**src/rtl/ppu_ri.sv**
```systemverilog
// ppu_ri: CPU-facing PPU register interface with status flags, OAM port and VRAM access FSM
module ppu_ri #(
  parameter int VRAM_AW = 14
) (
  input  logic               clk,
  input  logic               rst,
  input  logic [2:0]         ri_sel_in,
  input  logic               ri_ncs_in,
  input  logic               ri_r_nw_in,
  input  logic [7:0]         ri_d_in,
  output logic [7:0]         ri_d_out,
  input  logic               vblank_set_in,
  input  logic               vblank_clr_in,
  input  logic               spr0_hit_in,
  input  logic               spr_ovf_in,
  output logic               nmi_n_out,
  output logic [7:0]         ctrl_out,
  output logic [7:0]         mask_out,
  output logic [7:0]         scroll_x_out,
  output logic [7:0]         scroll_y_out,
  output logic [7:0]         oam_a_out,
  output logic [7:0]         oam_d_out,
  output logic               oam_we_out,
  input  logic [7:0]         oam_d_in,
  output logic [VRAM_AW-1:0] vram_a_out,
  output logic [7:0]         vram_d_out,
  output logic               vram_wr_out,
  output logic               vram_rd_out,
  input  logic [7:0]         vram_d_in,
  input  logic               vram_ack_in
);
  typedef enum logic [1:0] {IDLE, WRITE, READ} state_t;
  state_t state_q, state_d;
  logic ncs_q, w_q, w_d, vbl_q, vbl_d, spr0_q, spr0_d, ovf_q, ovf_d, nmi_n_q, nmi_n_d, oam_we_q, oam_we_d;
  logic [7:0] ctrl_q, ctrl_d, mask_q, mask_d, sx_q, sx_d, sy_q, sy_d, oam_a_q, oam_a_d;
  logic [7:0] oam_wd_q, oam_wd_d, buf_q, buf_d, rd_q, rd_d, vram_wd_q, vram_wd_d;
  logic [VRAM_AW-1:0] addr_q, addr_d, vram_a_q, vram_a_d, addr_inc, addr_hi, addr_lo;
  logic [7:0] wr_sel, rd_sel;
  logic acc, v_go;
  assign acc      = ~ri_ncs_in & ncs_q;
  assign wr_sel   = {8{acc & ~ri_r_nw_in}} & (8'd1 << ri_sel_in);
  assign rd_sel   = {8{acc & ri_r_nw_in}} & (8'd1 << ri_sel_in);
  assign v_go     = (wr_sel[7] | rd_sel[7]) & (state_q == IDLE);
  assign addr_inc = addr_q + (ctrl_q[2] ? VRAM_AW'(32) : VRAM_AW'(1));
  assign addr_hi  = (addr_q & ~VRAM_AW'(14'h3f00)) | VRAM_AW'({ri_d_in[5:0], 8'h00});
  assign addr_lo  = (addr_q & ~VRAM_AW'(8'hff)) | VRAM_AW'(ri_d_in);
  always_comb begin
    state_d = (state_q == IDLE) ? (v_go ? (ri_r_nw_in ? READ : WRITE) : IDLE)
                                : (vram_ack_in ? IDLE : state_q);
  end
  always_comb begin
    ctrl_d    = wr_sel[0] ? ri_d_in : ctrl_q;
    mask_d    = wr_sel[1] ? ri_d_in : mask_q;
    sx_d      = (wr_sel[5] && !w_q) ? ri_d_in : sx_q;
    sy_d      = (wr_sel[5] && w_q) ? ri_d_in : sy_q;
    w_d       = rd_sel[2] ? 1'b0 : (wr_sel[5] || wr_sel[6]) ? ~w_q : w_q;
    oam_we_d  = wr_sel[4];
    oam_wd_d  = wr_sel[4] ? ri_d_in : oam_wd_q;
    oam_a_d   = wr_sel[3] ? ri_d_in : oam_we_q ? oam_a_q + 8'd1 : oam_a_q;
    addr_d    = wr_sel[6] ? (w_q ? addr_lo : addr_hi) : v_go ? addr_inc : addr_q;
    vram_a_d  = v_go ? addr_q : vram_a_q;
    vram_wd_d = (v_go && !ri_r_nw_in) ? ri_d_in : vram_wd_q;
    buf_d     = (state_q == READ && vram_ack_in) ? vram_d_in : buf_q;
    rd_d      = rd_sel[2] ? {vbl_q, spr0_q, ovf_q, 5'b0} : rd_sel[4] ? oam_d_in : rd_sel[7] ? buf_q : rd_q;
    vbl_d     = (vblank_clr_in || rd_sel[2]) ? 1'b0 : vblank_set_in ? 1'b1 : vbl_q;
    spr0_d    = vblank_clr_in ? 1'b0 : spr0_hit_in ? 1'b1 : spr0_q;
    ovf_d     = vblank_clr_in ? 1'b0 : spr_ovf_in ? 1'b1 : ovf_q;
    nmi_n_d   = ~(vbl_d & ctrl_d[7]);
  end
  always_ff @(posedge clk) begin
    if (!rst) begin
      state_q   <= IDLE;
      ncs_q     <= 1'b1;
      w_q       <= 1'b0;
      vbl_q     <= 1'b0;
      spr0_q    <= 1'b0;
      ovf_q     <= 1'b0;
      nmi_n_q   <= 1'b1;
      oam_we_q  <= 1'b0;
      ctrl_q    <= '0;
      mask_q    <= '0;
      sx_q      <= '0;
      sy_q      <= '0;
      oam_a_q   <= '0;
      oam_wd_q  <= '0;
      buf_q     <= '0;
      rd_q      <= '0;
      vram_wd_q <= '0;
      addr_q    <= '0;
      vram_a_q  <= '0;
    end else begin
      state_q   <= state_d;
      ncs_q     <= ri_ncs_in;
      w_q       <= w_d;
      vbl_q     <= vbl_d;
      spr0_q    <= spr0_d;
      ovf_q     <= ovf_d;
      nmi_n_q   <= nmi_n_d;
      oam_we_q  <= oam_we_d;
      ctrl_q    <= ctrl_d;
      mask_q    <= mask_d;
      sx_q      <= sx_d;
      sy_q      <= sy_d;
      oam_a_q   <= oam_a_d;
      oam_wd_q  <= oam_wd_d;
      buf_q     <= buf_d;
      rd_q      <= rd_d;
      vram_wd_q <= vram_wd_d;
      addr_q    <= addr_d;
      vram_a_q  <= vram_a_d;
    end
  end
  assign ri_d_out     = rd_q;
  assign nmi_n_out    = nmi_n_q;
  assign ctrl_out     = ctrl_q;
  assign mask_out     = mask_q;
  assign scroll_x_out = sx_q;
  assign scroll_y_out = sy_q;
  assign oam_a_out    = oam_a_q;
  assign oam_d_out    = oam_wd_q;
  assign oam_we_out   = oam_we_q;
  assign vram_a_out   = vram_a_q;
  assign vram_d_out   = vram_wd_q;
  assign vram_wr_out  = (state_q == WRITE);
  assign vram_rd_out  = (state_q == READ);
endmodule

```
**config.mk**
```make
export PLATFORM = sky130hd
export DESIGN_NAME = ppu_ri
export DESIGN_NICKNAME = d
export VERILOG_FILES = /design/src/rtl/ppu_ri.sv
export SDC_FILE = /design/constraint.sdc
export NUM_CORES = 1
export LEC_CHECK = 0
export CAP_MARGIN = 10
export CORE_UTILIZATION = 40
export CTS_CLUSTER_DIAMETER = 60
export CTS_CLUSTER_SIZE = 16
export DETAILED_ROUTE_END_ITERATION = 16
export DONT_BUFFER_PORTS = 1
export PLACE_DENSITY = 0.6
export SYNTH_ARGS = -nofsm -noshare
export SYNTH_HDL_FRONTEND = slang
export SYNTH_SLANG_ARGS = --single-unit
```
**constraint.sdc**
```tcl
create_clock -name clk -period 2.5 [get_ports clk]
set_clock_uncertainty 0.05 [all_clocks]
set_input_delay 0.5 -clock clk [delete_from_list [all_inputs] [get_ports clk]]
set_output_delay 0.5 -clock clk [all_outputs]
set_load 0.01 [all_outputs]
```
==> reports/results.txt <==
The flow ran to the end, but the final reports show violations. The checks that failed: design-rule violations. For this design, the sink count on the clock tree is 109.

The largest total area in the synthesized netlist belongs to sky130_fd_sc_hd__dfxtp_1. In the finished design, the share of the clock period the worst path needs comes to 84.5%. For this block, the routed nets add up to 12400 µm of wire. STA classifies the critical path startpoint as a register.

The logs give 1.88 nW for the standby leakage power and 11500 µm² for the floorplan core area. The vias per cell came out at 5.74. Setup repair after global routing left no endpoint under its margin. For this design, the slowest cell found on the critical path is sky130_fd_sc_hd__dfxtp_1. The post-cts resize count is 0, and the H-tree depth is 3. For this configuration, the core starts out at a cell density of 41.6%.

Kind of critical path: reg -> reg. Length of the first detailed-routing pass in iterations: 11. After clock tree synthesis, the clock-pin slew on the worst setup and hold paths is 70 ps.

TritonCTS created 9 clock buffers. For this run the aggregate overflow at the end of global routing stands at 0. Number of maximum-capacitance constraint violations: 0. The die covers 12400 µm². At the worst endpoint, the required time is 2660 ps. TritonCTS built the clock tree. The startpoint of the lowest-slack register-to-register path was ctrl_out[2]$_SDFFE_PN0P_. In this run the worst setup path begins at ctrl_out[2]$_SDFFE_PN0P_.

Number of DRC violations after detailed-routing iteration 0: 271. The horizontal extent of the die is 111 µm, and the total nets after synthesis is 583. The floorplan die height was 111 µm; the total power divided by cell area was 651 nW/µm².

The largest stage delay on the critical path was 500 ps; the proportion of layout cells with a drive suffix above 1 was 10.2%. The largest net degree at the start of global routing is 46, and the initial antenna violation count is 0. Half-perimeter wire length after detailed placement: 8710 µm. The number of antenna diodes in the final layout is 0. The floorplan has 39 rows. The first global-routing pass estimated 20000 µm of wire. Walking the worst path, the cells encountered are inv_1 > ha_1 > ha_1 > and3_1 > a31o_2 > a2111oi_0 > a211oi_1.

Post-CTS timing repair inserted 0 buffers for setup. Worst IR drop on VDD: 0.000537 V. Among the stages of the critical path, the cell type that occurs most often is sky130_fd_sc_hd__ha_1. The most used flip-flop cell after synthesis is sky130_fd_sc_hd__dfxtp_1. The total routing usage reported by global routing is 20.4%, and the area overhead of the layout relative to synthesis is 8.39%. The logs give 12 for the final routed DRC violation total and 565 for the number of nets in the finished design. The tools report the cell at the root of the clock tree as sky130_fd_sc_hd__clkbuf_16. The final critical-path required period is 2110 ps. The launch instance of the worst min-delay path was vblank_clr_in. The worst setup path is captured at a register. The share of synthesized flip-flops with an asynchronous set or reset was 0%; the final critical-path setup slack was 387 ps.

The run gives 118 as the number of top-level design ports. For the pin with the worst max-slew slack, the measured transition is 695 ps. Sequential cell area fraction in the yosys report: 45.6%. Counting every instance in the synthesized netlist gives 543. For the worst setup path, the data arrival time is 2280 ps. The detailed router placed 3863 vias in this run.

The synthesized flop and latch total works out to 109. Setup violations remaining at the end of the flow were counted as 0. The logs give 3657 for the via count of the first global-routing pass and 60 for the unique cell type count in the Yosys netlist. The path class of the tightest hold or removal check is in -> reg. After detailed routing, the average wire length per cell comes to 18.4 µm.

The run gives 4790 µm² as the synthesized cell area. The number of warning messages in the yosys log came out at 0. Buffers inserted to repair hold after CTS numbered 0.

At the end of routability-driven placement, the weighted congestion stood at 0.843. The clock passes through at most 2 buffers. In the final timing run, aggregate negative setup slack is 0 ps. Worst-path maximum fanout: 4.

For this run, the share of the core covered by cells in the final layout is 45.1%. The logs give 0 for the number of nets with antenna violations after detailed routing and 473 MHz for the maximum clock frequency. The clock reaches the later pin of the worst-skew pair after 340 ps. The synthesized design devotes to its leading area cell type 45.6% of total area. Tightest slew margin relative to the limit: 53.7%. The average instance area after synthesis is 8.82 µm². The dominant delay contributor by cell family on the critical path was compound AO/OA/AOI/OAI gates.

Total buffers and inverters traversed by the critical path: 1. Yosys mapped a number of flops with a built-in enable equal to 0. The final count of hold timing violations is 0, and the total count of max-transition violations in the final report is 0.

Counting instances in the post-synthesis netlist gives the leading cell types as sky130_fd_sc_hd__dfxtp_1, sky130_fd_sc_hd__nand2_1, sky130_fd_sc_hd__nor2_1. The leading cell type by number of instances after synthesis is sky130_fd_sc_hd__dfxtp_1. By area the synthesized netlist is led by sky130_fd_sc_hd__dfxtp_1, sky130_fd_sc_hd__mux2i_1, sky130_fd_sc_hd__nand2_1.

Pre-CTS worst setup slack: 370 ps. The overall power of the completed layout is 0.00338 W, and the total of buffers placed on input and output ports is 0.
==> worst paths after layout <==
path / to / slack, ps / cells past startpoint
max: addr_q[8]$_SDFFE_PN0P_ / 390 / 7
min: vbl_q$_SDFF_PN0_ / 180 / 1
max reg2reg: addr_q[8]$_SDFFE_PN0P_ / 390 / 7
min reg2reg: buf_q[3]$_SDFFE_PN0P_ / 410 / 2
==> logic make-up after synthesis <==
logic type               after synthesis  share of synthesized area [%]
AND/OR/NAND/NOR                      226                           23.9
buffers and inverters                 51                           4.63
adder cells (fa/ha/maj)                4                           1.05
multiplexers                          36                           7.53
AO/OA/AOI/OAI                        105                           15.1
flip-flops                           109                           45.6
XOR/XNOR                              12                           2.20
==> cell type report <==
cell class | instances | area [µm²]
Timing Repair Buffer | 14 | 105
Sequential cell | 109 | 2180
Multi-Input combinational cell | 383 | 2390
Clock inverter | 7 | 75.1
Fill cell | 1140 | 6330
Inverter | 8 | 30.0
Clock buffer | 9 | 225
Tap cell | 143 | 179
==> worst reg2reg max path: cells and delay by family (launching register included) <==
family | cells | cell delay, ps
AOI/OAI and AO/OA | 3 | 760
DFF | 1 | 500
adders and majority gates | 2 | 400
and+or+nand+nor | 1 | 210
buffers and inverters | 1 | 80
==> state kept, by name, indices dropped and copies added, names as in the netlist <==
name          flops
buf_q             8
nmi_n_out         1
vram_a_out       14
oam_we_out        1
ri_d_out          8
scroll_y_out      8
ctrl_out          8
scroll_x_out      8
ncs_q             1
state_q           2
mask_out          8
addr_q           14
ovf_q             1
vbl_q             1
spr0_q            1
w_q               1
oam_d_out         8
vram_d_out        8
oam_a_out         8
==> cell usage in the layout, fill, tap and decap left out, types with 7 or more instances in the layout <==
| cell type | netlist | routed |
|---|---|---|
| sky130_fd_sc_hd__a211oi_2 | 8 | 8 |
| sky130_fd_sc_hd__a21oi_1 | 48 | 48 |
| sky130_fd_sc_hd__a22oi_1 | 10 | 10 |
| sky130_fd_sc_hd__and3_1 | 10 | 10 |
| sky130_fd_sc_hd__buf_4 | 0 | 14 |
| sky130_fd_sc_hd__clkbuf_16 | 0 | 9 |
| sky130_fd_sc_hd__dfxtp_1 | 109 | 109 |
| sky130_fd_sc_hd__inv_1 | 7 | 7 |
| sky130_fd_sc_hd__mux2i_1 | 36 | 36 |
| sky130_fd_sc_hd__nand2_1 | 67 | 67 |
| sky130_fd_sc_hd__nand3_1 | 42 | 42 |
| sky130_fd_sc_hd__nor2_1 | 57 | 57 |
| sky130_fd_sc_hd__nor3_1 | 9 | 9 |
==> stage by stage <==
stage / hold WS (ps) / std cells / cell area [µm²]
finish: 180 / 673 / 5190
CTS: 168 / 673 / 5190
global route: 170 / 673 / 5190
global placement: 403 / 657 / 4890
floorplan: 386 / 543 / 4790
detailed placement: 408 / 657 / 4890
==> power breakdown <==
part	internal [W]	leakage [nW]	switching (W)	total [W]
clock network	0.000712	0.145	0.000711	0.00142
logic	0.0000603	0.855	0.0000938	0.000154
registers	0.00176	0.880	0.0000367	0.00180
total	0.00253	1.88	0.000841	0.00338
==> layer usage <==
metal,GRT usage (%),vias to the layer above,wire [µm]
li1,-,1885,-
met1,25.7,1845,5420
met2,34.2,117,5960
met3,5.12,16,767
met4,6.58,0,234
met5,0,-,0
Power figures use the tool's default switching activity.
